`src/rtl/uart_tx_fifo.sv`:
```
// UART transmitter with a small word FIFO, per-word parity/stop options and
// a baud divider latched at the start of each frame.
//
// state  | meaning
// -------+---------------------------------------------------------------
// IDLE   | line high, waiting for the FIFO to hold a word
// START  | driving the start bit (low)
// DATA   | shifting data bits out, LSB first
// PARITY | driving the parity bit (only when the word asked for one)
// STOP   | driving one or two high stop bits, then chain or go idle
module uart_tx_fifo #(
    parameter int DATA_WIDTH = 8,
    parameter int FIFO_DEPTH = 4,
    parameter int DIV_WIDTH  = 16
) (
    input  logic                              clk,
    input  logic                              reset,
    input  logic [DATA_WIDTH-1:0]             P_DATA,
    input  logic                              PAR_EN,
    input  logic                              PAR_TYP,
    input  logic                              STOP2,
    input  logic                              DATA_VALID,
    output logic                              DATA_READY,
    input  logic [DIV_WIDTH-1:0]              BAUD_DIV,
    output logic                              TX_OUT,
    output logic                              Busy,
    output logic [$clog2(FIFO_DEPTH+1)-1:0]   FIFO_LEVEL
);

    localparam int ENTRY_W = DATA_WIDTH + 3;
    localparam int PTR_W   = $clog2(FIFO_DEPTH);
    localparam int LVL_W   = $clog2(FIFO_DEPTH + 1);
    localparam int BIT_W   = (DATA_WIDTH > 1) ? $clog2(DATA_WIDTH) : 1;
    localparam logic [LVL_W-1:0] LVL_FULL  = LVL_W'(FIFO_DEPTH);
    localparam logic [BIT_W-1:0] BIT_LAST  = BIT_W'(DATA_WIDTH - 1);

    typedef enum logic [2:0] {
        IDLE   = 3'd0,
        START  = 3'd1,
        DATA   = 3'd2,
        PARITY = 3'd3,
        STOP   = 3'd4
    } state_t;

    // ------------------------------------------------------------------
    // Transmit FIFO: entry = {STOP2, PAR_TYP, PAR_EN, P_DATA}
    // ------------------------------------------------------------------
    logic [ENTRY_W-1:0] mem [FIFO_DEPTH];
    logic [PTR_W-1:0]   wr_ptr;
    logic [PTR_W-1:0]   rd_ptr;
    logic [LVL_W-1:0]   level;
    logic               push;
    logic               pop;
    logic               fifo_empty;
    logic [ENTRY_W-1:0] head;

    assign DATA_READY = (level != LVL_FULL);
    assign push       = DATA_VALID & DATA_READY;
    assign fifo_empty = (level == '0);
    assign head       = mem[rd_ptr];
    assign FIFO_LEVEL = level;

    always_ff @(posedge clk) begin
        if (reset) begin
            wr_ptr <= '0;
            rd_ptr <= '0;
            level  <= '0;
        end else begin
            if (push) begin
                wr_ptr <= wr_ptr + 1'b1;
            end
            if (pop) begin
                rd_ptr <= rd_ptr + 1'b1;
            end
            case ({push, pop})
                2'b10:   level <= level + 1'b1;
                2'b01:   level <= level - 1'b1;
                default: level <= level;
            endcase
        end
    end

    always_ff @(posedge clk) begin
        if (push) begin
            mem[wr_ptr] <= {STOP2, PAR_TYP, PAR_EN, P_DATA};
        end
    end

    // ------------------------------------------------------------------
    // Frame sequencer
    // ------------------------------------------------------------------
    state_t                state, state_n;
    logic [DIV_WIDTH-1:0]  baud_cnt, baud_n;
    logic [DIV_WIDTH-1:0]  div_q, div_n;
    logic [BIT_W-1:0]      bit_cnt, bit_n;
    logic                  stop_cnt, stop_n;
    logic [DATA_WIDTH-1:0] shreg, sh_n;
    logic                  par_en_q, pen_n;
    logic                  par_bit_q, pbit_n;
    logic                  stop2_q, s2_n;
    logic                  tx_q, tx_n;
    logic                  baud_tc;
    logic                  start_frame;

    logic [DATA_WIDTH-1:0] e_data;
    logic                  e_pen;
    logic                  e_ptyp;
    logic                  e_stop2;

    assign e_data  = head[DATA_WIDTH-1:0];
    assign e_pen   = head[DATA_WIDTH];
    assign e_ptyp  = head[DATA_WIDTH+1];
    assign e_stop2 = head[DATA_WIDTH+2];
    assign baud_tc = (baud_cnt == '0);

    always_ff @(posedge clk) begin
        if (reset) begin
            state     <= IDLE;
            baud_cnt  <= '0;
            div_q     <= '0;
            bit_cnt   <= '0;
            stop_cnt  <= 1'b0;
            shreg     <= '0;
            par_en_q  <= 1'b0;
            par_bit_q <= 1'b0;
            stop2_q   <= 1'b0;
            tx_q      <= 1'b1;
        end else begin
            state     <= state_n;
            baud_cnt  <= baud_n;
            div_q     <= div_n;
            bit_cnt   <= bit_n;
            stop_cnt  <= stop_n;
            shreg     <= sh_n;
            par_en_q  <= pen_n;
            par_bit_q <= pbit_n;
            stop2_q   <= s2_n;
            tx_q      <= tx_n;
        end
    end

    always_comb begin
        state_n     = state;
        baud_n      = baud_cnt;
        div_n       = div_q;
        bit_n       = bit_cnt;
        stop_n      = stop_cnt;
        sh_n        = shreg;
        pen_n       = par_en_q;
        pbit_n      = par_bit_q;
        s2_n        = stop2_q;
        tx_n        = tx_q;
        pop         = 1'b0;
        start_frame = 1'b0;

        // Every bit is div_q+1 clocks: count down, reload at terminal count.
        if (state != IDLE) begin
            baud_n = baud_tc ? div_q : (baud_cnt - 1'b1);
        end

        case (state)
            IDLE: begin
                tx_n = 1'b1;
                if (!fifo_empty) begin
                    start_frame = 1'b1;
                end
            end
            START: begin
                if (baud_tc) begin
                    state_n = DATA;
                    tx_n    = shreg[0];
                    sh_n    = shreg >> 1;
                    bit_n   = BIT_LAST;
                end
            end
            DATA: begin
                if (baud_tc) begin
                    if (bit_cnt != '0) begin
                        tx_n  = shreg[0];
                        sh_n  = shreg >> 1;
                        bit_n = bit_cnt - 1'b1;
                    end else if (par_en_q) begin
                        state_n = PARITY;
                        tx_n    = par_bit_q;
                    end else begin
                        state_n = STOP;
                        tx_n    = 1'b1;
                        stop_n  = stop2_q;
                    end
                end
            end
            PARITY: begin
                if (baud_tc) begin
                    state_n = STOP;
                    tx_n    = 1'b1;
                    stop_n  = stop2_q;
                end
            end
            STOP: begin
                if (baud_tc) begin
                    if (stop_cnt) begin
                        stop_n = 1'b0;
                    end else if (!fifo_empty) begin
                        start_frame = 1'b1;
                    end else begin
                        state_n = IDLE;
                        tx_n    = 1'b1;
                    end
                end
            end
            default: begin
                state_n = IDLE;
                tx_n    = 1'b1;
            end
        endcase

        // Frame launch: the divider is captured here so that a mid-frame
        // BAUD_DIV change only affects the next frame.
        if (start_frame) begin
            pop     = 1'b1;
            state_n = START;
            tx_n    = 1'b0;
            sh_n    = e_data;
            pen_n   = e_pen;
            pbit_n  = (^e_data) ^ e_ptyp;
            s2_n    = e_stop2;
            div_n   = BAUD_DIV;
            baud_n  = BAUD_DIV;
        end
    end

    assign TX_OUT = tx_q;
    assign Busy   = (state != IDLE) | (level != '0);

endmodule

```
`config.mk`:
```
export PLATFORM = sky130hd
export DESIGN_NAME = uart_tx_fifo
export DESIGN_NICKNAME = d
export VERILOG_FILES = /design/src/rtl/uart_tx_fifo.sv
export SDC_FILE = /design/constraint.sdc
export NUM_CORES = 1
export LEC_CHECK = 0
export ABC_CLOCK_PERIOD_IN_PS = 3100
export CAP_MARGIN = 10
export CORE_MARGIN = 3
export CORE_UTILIZATION = 50
export CTS_CLUSTER_DIAMETER = 100
export DETAILED_ROUTE_END_ITERATION = 12
export DONT_BUFFER_PORTS = 1
export PLACE_DENSITY_LB_ADDON = 0.3
export SLEW_MARGIN = 0
export SYNTH_ARGS = -nofsm -noshare
export SYNTH_HDL_FRONTEND = slang
export SYNTH_SLANG_ARGS = --single-unit
```
`constraint.sdc`:
```
create_clock -name clk -period 3.1 [get_ports clk]
set_input_delay 0.62 -clock clk [delete_from_list [all_inputs] [get_ports clk]]
set_output_delay 0.62 -clock clk [all_outputs]
set_load 0.01 [all_outputs]
```
Word-level counts from Yosys, hierarchy flattened
Memories as Yosys holds them, arrays and structs flattened. A register that Yosys moved wholly into a read port is not among the register bits.
Cells that the tools add are included.
{"block": "classes", "add_sub_neg": 6, "eq_ne": 25, "mux": 48, "bitwise": 4, "reduce_logical": 19}
{"cell": "$mux 16", "count": 3}
{"cell": "$mux 3", "count": 11}
{"cell": "$mux 8", "count": 4}
{"cell": "$ne 3x3->1 const B", "count": 9}
{"cell": "$mux 1", "count": 21}
{"cell": "$ne 2x2->1 const B", "count": 10}
{"cell": "$logic_not 16->1", "count": 1}
{"cell": "$pmux 8 s2", "count": 1}
{"cell": "$reduce_and 8->1", "count": 2}
{"cell": "$sub 16x1->16 const B", "count": 1}
{"cell": "$pmux 3 s5", "count": 1}
{"cell": "$reduce_bool 3->1", "count": 5}
{"cell": "$pmux 3 s2", "count": 2}
{"cell": "$reduce_and 6->1", "count": 2}
{"cell": "$reduce_and 4->1", "count": 2}
{"cell": "$reduce_xor 8->1", "count": 1}
{"cell": "$eq 3x2->1 const B", "count": 2}
{"cell": "$logic_not 3->1", "count": 2}
{"cell": "$reduce_bool 2->1", "count": 3}
{"cell": "$sub 3x1->3 const B", "count": 2}
{"cell": "$add 2x1->2 const B", "count": 2}
{"cell": "$mux 2", "count": 2}
{"cell": "$pmux 1 s4", "count": 1}
{"cell": "$add 3x1->3 const B", "count": 1}
{"cell": "other kinds (11)", "count": 11}
{"block": "word_totals", "ff_bits": 58, "ramBits": 44, "input_bits": 30, "word_cells": 117, "memories": 1}
{"name": "mem", "words": 4, "word_bits": 11, "read_ports": 1, "rd_ports_with_merged_regs": 1, "wr": 1, "line": "48", "rtl": "logic [ENTRY_W-1:0] mem [FIFO_DEPTH];"}

Longest topological paths before layout
{"block": "depth", "ltp_word": 8, "depth_mapped": 14}

Worst setup path after synthesis
OpenSTA, ideal clock, no wires.
{"block": "synth_path", "kind": "register to register", "startpoint": "register baud_cnt[11]", "endpoint": "register level[2] (netlist: FIFO_LEVEL[2])", "arrival_ns": 3.246, "required_time_ns": 3.030, "slack_ns": -0.216, "stages_incl_launch_ff": 15, "period_less_slack_ns": 3.316, "path_cell_list": "dfxtp_1 > buf_6 > or4_4 > or2_1 > buf_6 > o41ai_4 > nand2_2 > inv_2 > buf_2 > ha_1 > inv_1 > fa_1 > xor2_1 > or3_1 > a21oi_1"}
{"block": "synth_between", "elab_chain_cells": 6, "word_cells_on_any_way": 8, "cone_classes": "eq/ne (2); mux (4); reduce/logical (2)"}
{"item": "from (decl)", "line": "93", "rtl": "logic [DIV_WIDTH-1:0] baud_cnt, baud_n;"}
{"item": "from (signal assigned)", "line": "130", "rtl": "baud_cnt <= baud_n;"}
{"item": "$logic_not 16->1 (*)", "line": "114", "rtl": "assign baud_tc = (baud_cnt == '0);"}
{"item": "$mux 1 (*)", "line": "200", "rtl": "if (baud_tc) begin"}
{"item": "$pmux 1 s2 (*)", "line": "161", "rtl": "case (state)"}
{"item": "$mux 1 (*)", "line": "219", "rtl": "if (start_frame) begin"}
{"item": "net pop", "line": "53", "rtl": "logic pop;"}
{"item": "$eq 2x1->1 or $eq 2x2->1 (tied branches)", "line": "75", "rtl": "case ({push, pop})"}
{"item": "$pmux 3 s2 or $reduce_bool 2->1 (tied branches)"}
{"item": "to (signal assigned)", "line": "76", "rtl": "2'b10: level <= level + 1'b1;"}
{"item": "to (signal assigned)", "line": "77", "rtl": "2'b01: level <= level - 1'b1;"}
{"item": "to (signal assigned)", "line": "78", "rtl": "default: level <= level;"}
{"item": "to (decl)", "line": "51", "rtl": "logic [LVL_W-1:0] level;"}
The timed path passes the listed nets; every way through them passes the cells marked *.
A chain may end at the register's enable or synchronous reset.

Worst setup path in the final report
{"block": "layout_path", "startpoint": "register baud_cnt[2]", "endpoint": "register level[2] (netlist: FIFO_LEVEL[2])"}
{"block": "layout_between", "elab_chain_cells": 6, "word_cells_on_any_way": 8, "cone_classes": "eq/ne (2); mux (4); reduce/logical (2)"}
{"item": "$logic_not 16->1 (*)", "line": "114"}
{"item": "$mux 1 (*)", "line": "200"}
{"item": "$pmux 1 s2 (*)", "line": "161"}
{"item": "$mux 1 (*)", "line": "219"}
{"item": "$eq 2x1->1 or $eq 2x2->1 (tied branches)", "line": "75"}
{"item": "$pmux 3 s2 or $reduce_bool 2->1 (tied branches)"}
Every way passes the cells marked *; elsewhere a longest branch is shown, timed or not.

==> out/results.txt <==
Clk root buf: clkbuf_8
Chip height: 103 um
Mapped Area: 0.00471 mm2
Syn. warnings: 0
H-tree Lvls: 3
Switching share of power: 39.6%
Post-DP HPWL: 5.78 mm
Hold endpoint: div_q[12]$_SDFFE_PP0P_
Crit path kind: flop to flop
Placed cell areas: 0.00476 mm2
Worst rel slew slack: 61.3%
Critical Path RT: 3410 ps
GPL Wtd Cong: 0.796
Static leakage power: 1.68 nW
WP buf/inv: 2
Total CTS buffers: 9
Final instance area: 0.00495 mm2
Hold depth: 1
WP data arrival: 3260 ps
Clk_skew: 9.26 ps
Final std cells w/o fill: 544
Outcome: finished clean
Setup violators final: 0
Grt total ovfl: 0
Post-Synth Simple-Gate Area: 14.6%
Main combinational cell family by area after synthesis: compound AO/OA/AOI/OAI gates
Synth top area share: 28.1%
Post-synthesis mux area share: 5.26%
Largest net degree at the start of global routing: 60
Worst path max stage delay: 430 ps
Highest Clock Rate: 339 MHz
Critical path endpoint category: flop
Register area share after synthesis: 53.6%
Post-synthesis adder-cell area fraction: 2.76%
Worst Tran Pin Value: 581 ps
Top FF cell, synth: dfxtp_1
Vias per cell: 5.82
Avg Cell Area, Syn: 10.6 um2
Die width: 103 um
Clk buf depth: 2
Cts hold-fix bufs: 0
Slew Viols, Final: 0
Ant. Diodes: 0
Num rows: 34
Initial core utilization: 52.7%
Vias in the first global route: 3050
Internal: 3.01 mW
Hold slack: 302 ps
Layout cells sized above 1: 11.7%
Final min period: 2950 ps
Clock slew seen by the registers of the worst setup and hold paths: 100 ps
TritonCTS clock tree: done
First-pass DRT Iterations: 5
Initial antenna violation count: 0
PnR Total Power: 4.97 mW
Core area: 0.00893 mm2
Routed Antenna Nets: 0
Area grow syn2layout: 5.13%
Max-cap violations: 0
Synth Register Bits: 104
Area leader, netlist: edfxtp_1
Worst min path class: input pin to flop
Yosys cell types: 57
Reg2reg end: FIFO_LEVEL[2]$_SDFFE_PP0P_
Post-synth EDFFs: 44
CP Launch Type: flop
Crit. path cell count: 11
Detailed Route WL: 8.60 mm
Cells after DPL: 528
Port bufs: 0
Worst r2r src: baud_cnt[2]$_SDFFE_PP0P_
Slowest CP cell: o41ai_4
R2R Setup Slk: 150 ps
DRC violations left: 0
PwrDens: 1000 mW/mm2
Period Utilization, post-route: 95.2%
GRT Total Usage: 17.1%
Worst hold path startpoint: reset
Post-Synth XOR/XNOR Area: 3.83%
Die area: 0.0106 mm2
P_sw: 1.97 mW
First DRT Iteration DRCs: 138
Final TNS setup: 0 ps
R2R depth: 11
Synth Area in Compound Gates: 15.3%
CP cell instances: or3_4 -> or3b_4 -> o41ai_4 -> nand2_2 -> inv_2 -> ha_4 -> inv_1 -> fa_2 -> xor2_1 -> or3_1 -> a21oi_1
Clk sink count: 104
Seq pwr share: 40.5%
Via count: 3165
VDD IR-drop max: 0.000449 V
Comb pwr share: 43.7%
Fin nets: 470
Share of total power in the clock network: 15.8%
First-pass GRT wire length: 14.0 mm
Final hold vios: 0
Synth Net Count: 483
Top delay family on crit path: simple AND/OR/NAND/NOR gates
Largest cells by area after synthesis: edfxtp_1 (28%), dfxtp_1 (26%), mux4_2 (5.3%), nand2_1 (4.8%), a21oi_1 (3.6%)
Post-synth ARST share: 0%
Cells after Synth: 444
RSZ-0062 raised after global routing: no
WL/cell: 15.8 um
Setup Buffers After CTS: 0
Ports: 36
Clk Latency, worst-skew pair: 370 ps
Critical path peak fanout: 5
## power groups by stage
stage / Sequential [mW] / Clock [mW] / Combinational (mW)
6_report: 2.01 / 0.784 / 2.18
2_1_floorplan: 1.94 / 0 / 1.95
3_3_place_gp: 2.03 / 0 / 2.15
3_5_place_dp: 2.04 / 0 / 2.18
5_1_grt: 2.06 / 0.858 / 2.43
4_1_cts: 2.02 / 0.809 / 2.19
## per-layer routing
metal,vias up,track usage [%],share of wire (%)
li1,1583,-,-
met1,1510,20.3,43
met2,59,29.4,50
met3,13,5.28,5.4
met4,0,6.27,1.6
met5,-,0,0
## sequential cells by signal, summed over array words and instances, names as in the netlist, 2 cells and up, named ones only
name	flops
div_q	16
wr_ptr	2
state	3
FIFO_LEVEL	3
shreg	8
bit_cnt	3
rd_ptr	2
mem	44
baud_cnt	16
## area by class of cell
| class | count | area [um2] |
|---|---|---|
| Timing Repair Buffer | 7 | 52.6 |
| Multi-Input combinational cell | 293 | 2000 |
| Inverter | 16 | 60.1 |
| Sequential cell | 104 | 2520 |
| Clock buffer | 10 | 128 |
| Fill cell | 756 | 3980 |
| Clock inverter | 6 | 52.6 |
| Tap cell | 108 | 135 |
## worst max path at each step
stage	startpoint	end
after CTS	baud_cnt[2]$_SDFFE_PP0P_	FIFO_LEVEL[2]$_SDFFE_PP0P_
after detailed placement	baud_cnt[2]$_SDFFE_PP0P_	FIFO_LEVEL[2]$_SDFFE_PP0P_
final	baud_cnt[2]$_SDFFE_PP0P_	FIFO_LEVEL[2]$_SDFFE_PP0P_
after floorplan	baud_cnt[11]$_SDFFE_PP0P_	FIFO_LEVEL[2]$_SDFFE_PP0P_
after global routing	baud_cnt[2]$_SDFFE_PP0P_	FIFO_LEVEL[2]$_SDFFE_PP0P_
after global placement	baud_cnt[2]$_SDFFE_PP0P_	FIFO_LEVEL[2]$_SDFFE_PP0P_
## per-stage QoR
| step | utilization [%] | setup WS (ps) |
|---|---|---|
| after floorplan | - | 12.2 |
| after global placement | 53.3 | 237 |
| after global routing | 55.4 | 21.9 |
| after CTS | 55.3 | 129 |
| final | 55.4 | 150 |
| after detailed placement | 53.3 | 146 |
## synth_stat cells, types with 2 or more instances
master	count
dfxtp_1	60
a311oi_1	15
and3_1	4
nor2_1	37
a21oi_1	34
xor2_1	7
o31ai_1	2
inv_2	2
buf_1	2
nor3_1	6
o211ai_1	13
buf_2	5
xnor2_1	11
or2_2	4
buf_4	2
or3_1	8
nor4_1	6
a21o_1	2
o21ai_0	12
nor2b_1	2
clkbuf_1	18
a31oi_1	3
buf_6	4
inv_1	14
ha_1	8
and2_1	2
o41ai_1	2
mux4_2	11
nand3_1	11
nand2_1	60
edfxtp_1	44
a22oi_1	8
## repair_timing
action / 4_1_cts / 5_1_grt
endpoints found under the hold margin: 0 / 0
setup endpoints to repair: 0 / 1
gates resized for setup: 0 / 2
## cells by family after synthesis
kind of cell	count (synthesis)
XOR/XNOR	19
flip-flops	104
AND/OR/NAND/NOR	149
AO/OA/AOI/OAI	104
buffers and inverters	47
adder cells (fa/ha/maj)	10
multiplexers	11
## placed cells by master, fill, tap and decap left out, drive strengths merged, types with 3 or more instances in the layout
cell type,instances
ha,8
or3,9
buf,7
nor4,6
a311oi,15
o41ai,3
nor2,37
a22oi,8
mux4,11
clkbuf,10
a21oi,34
inv,19
dfxtp,60
or2,5
nor3,6
o211ai,13
o21ai,12
nand3,11
a31oi,3
nand2,61
and3,4
edfxtp,44
xor2,7
xnor2,11
Note: power is estimated with default switching activity, not from simulation.
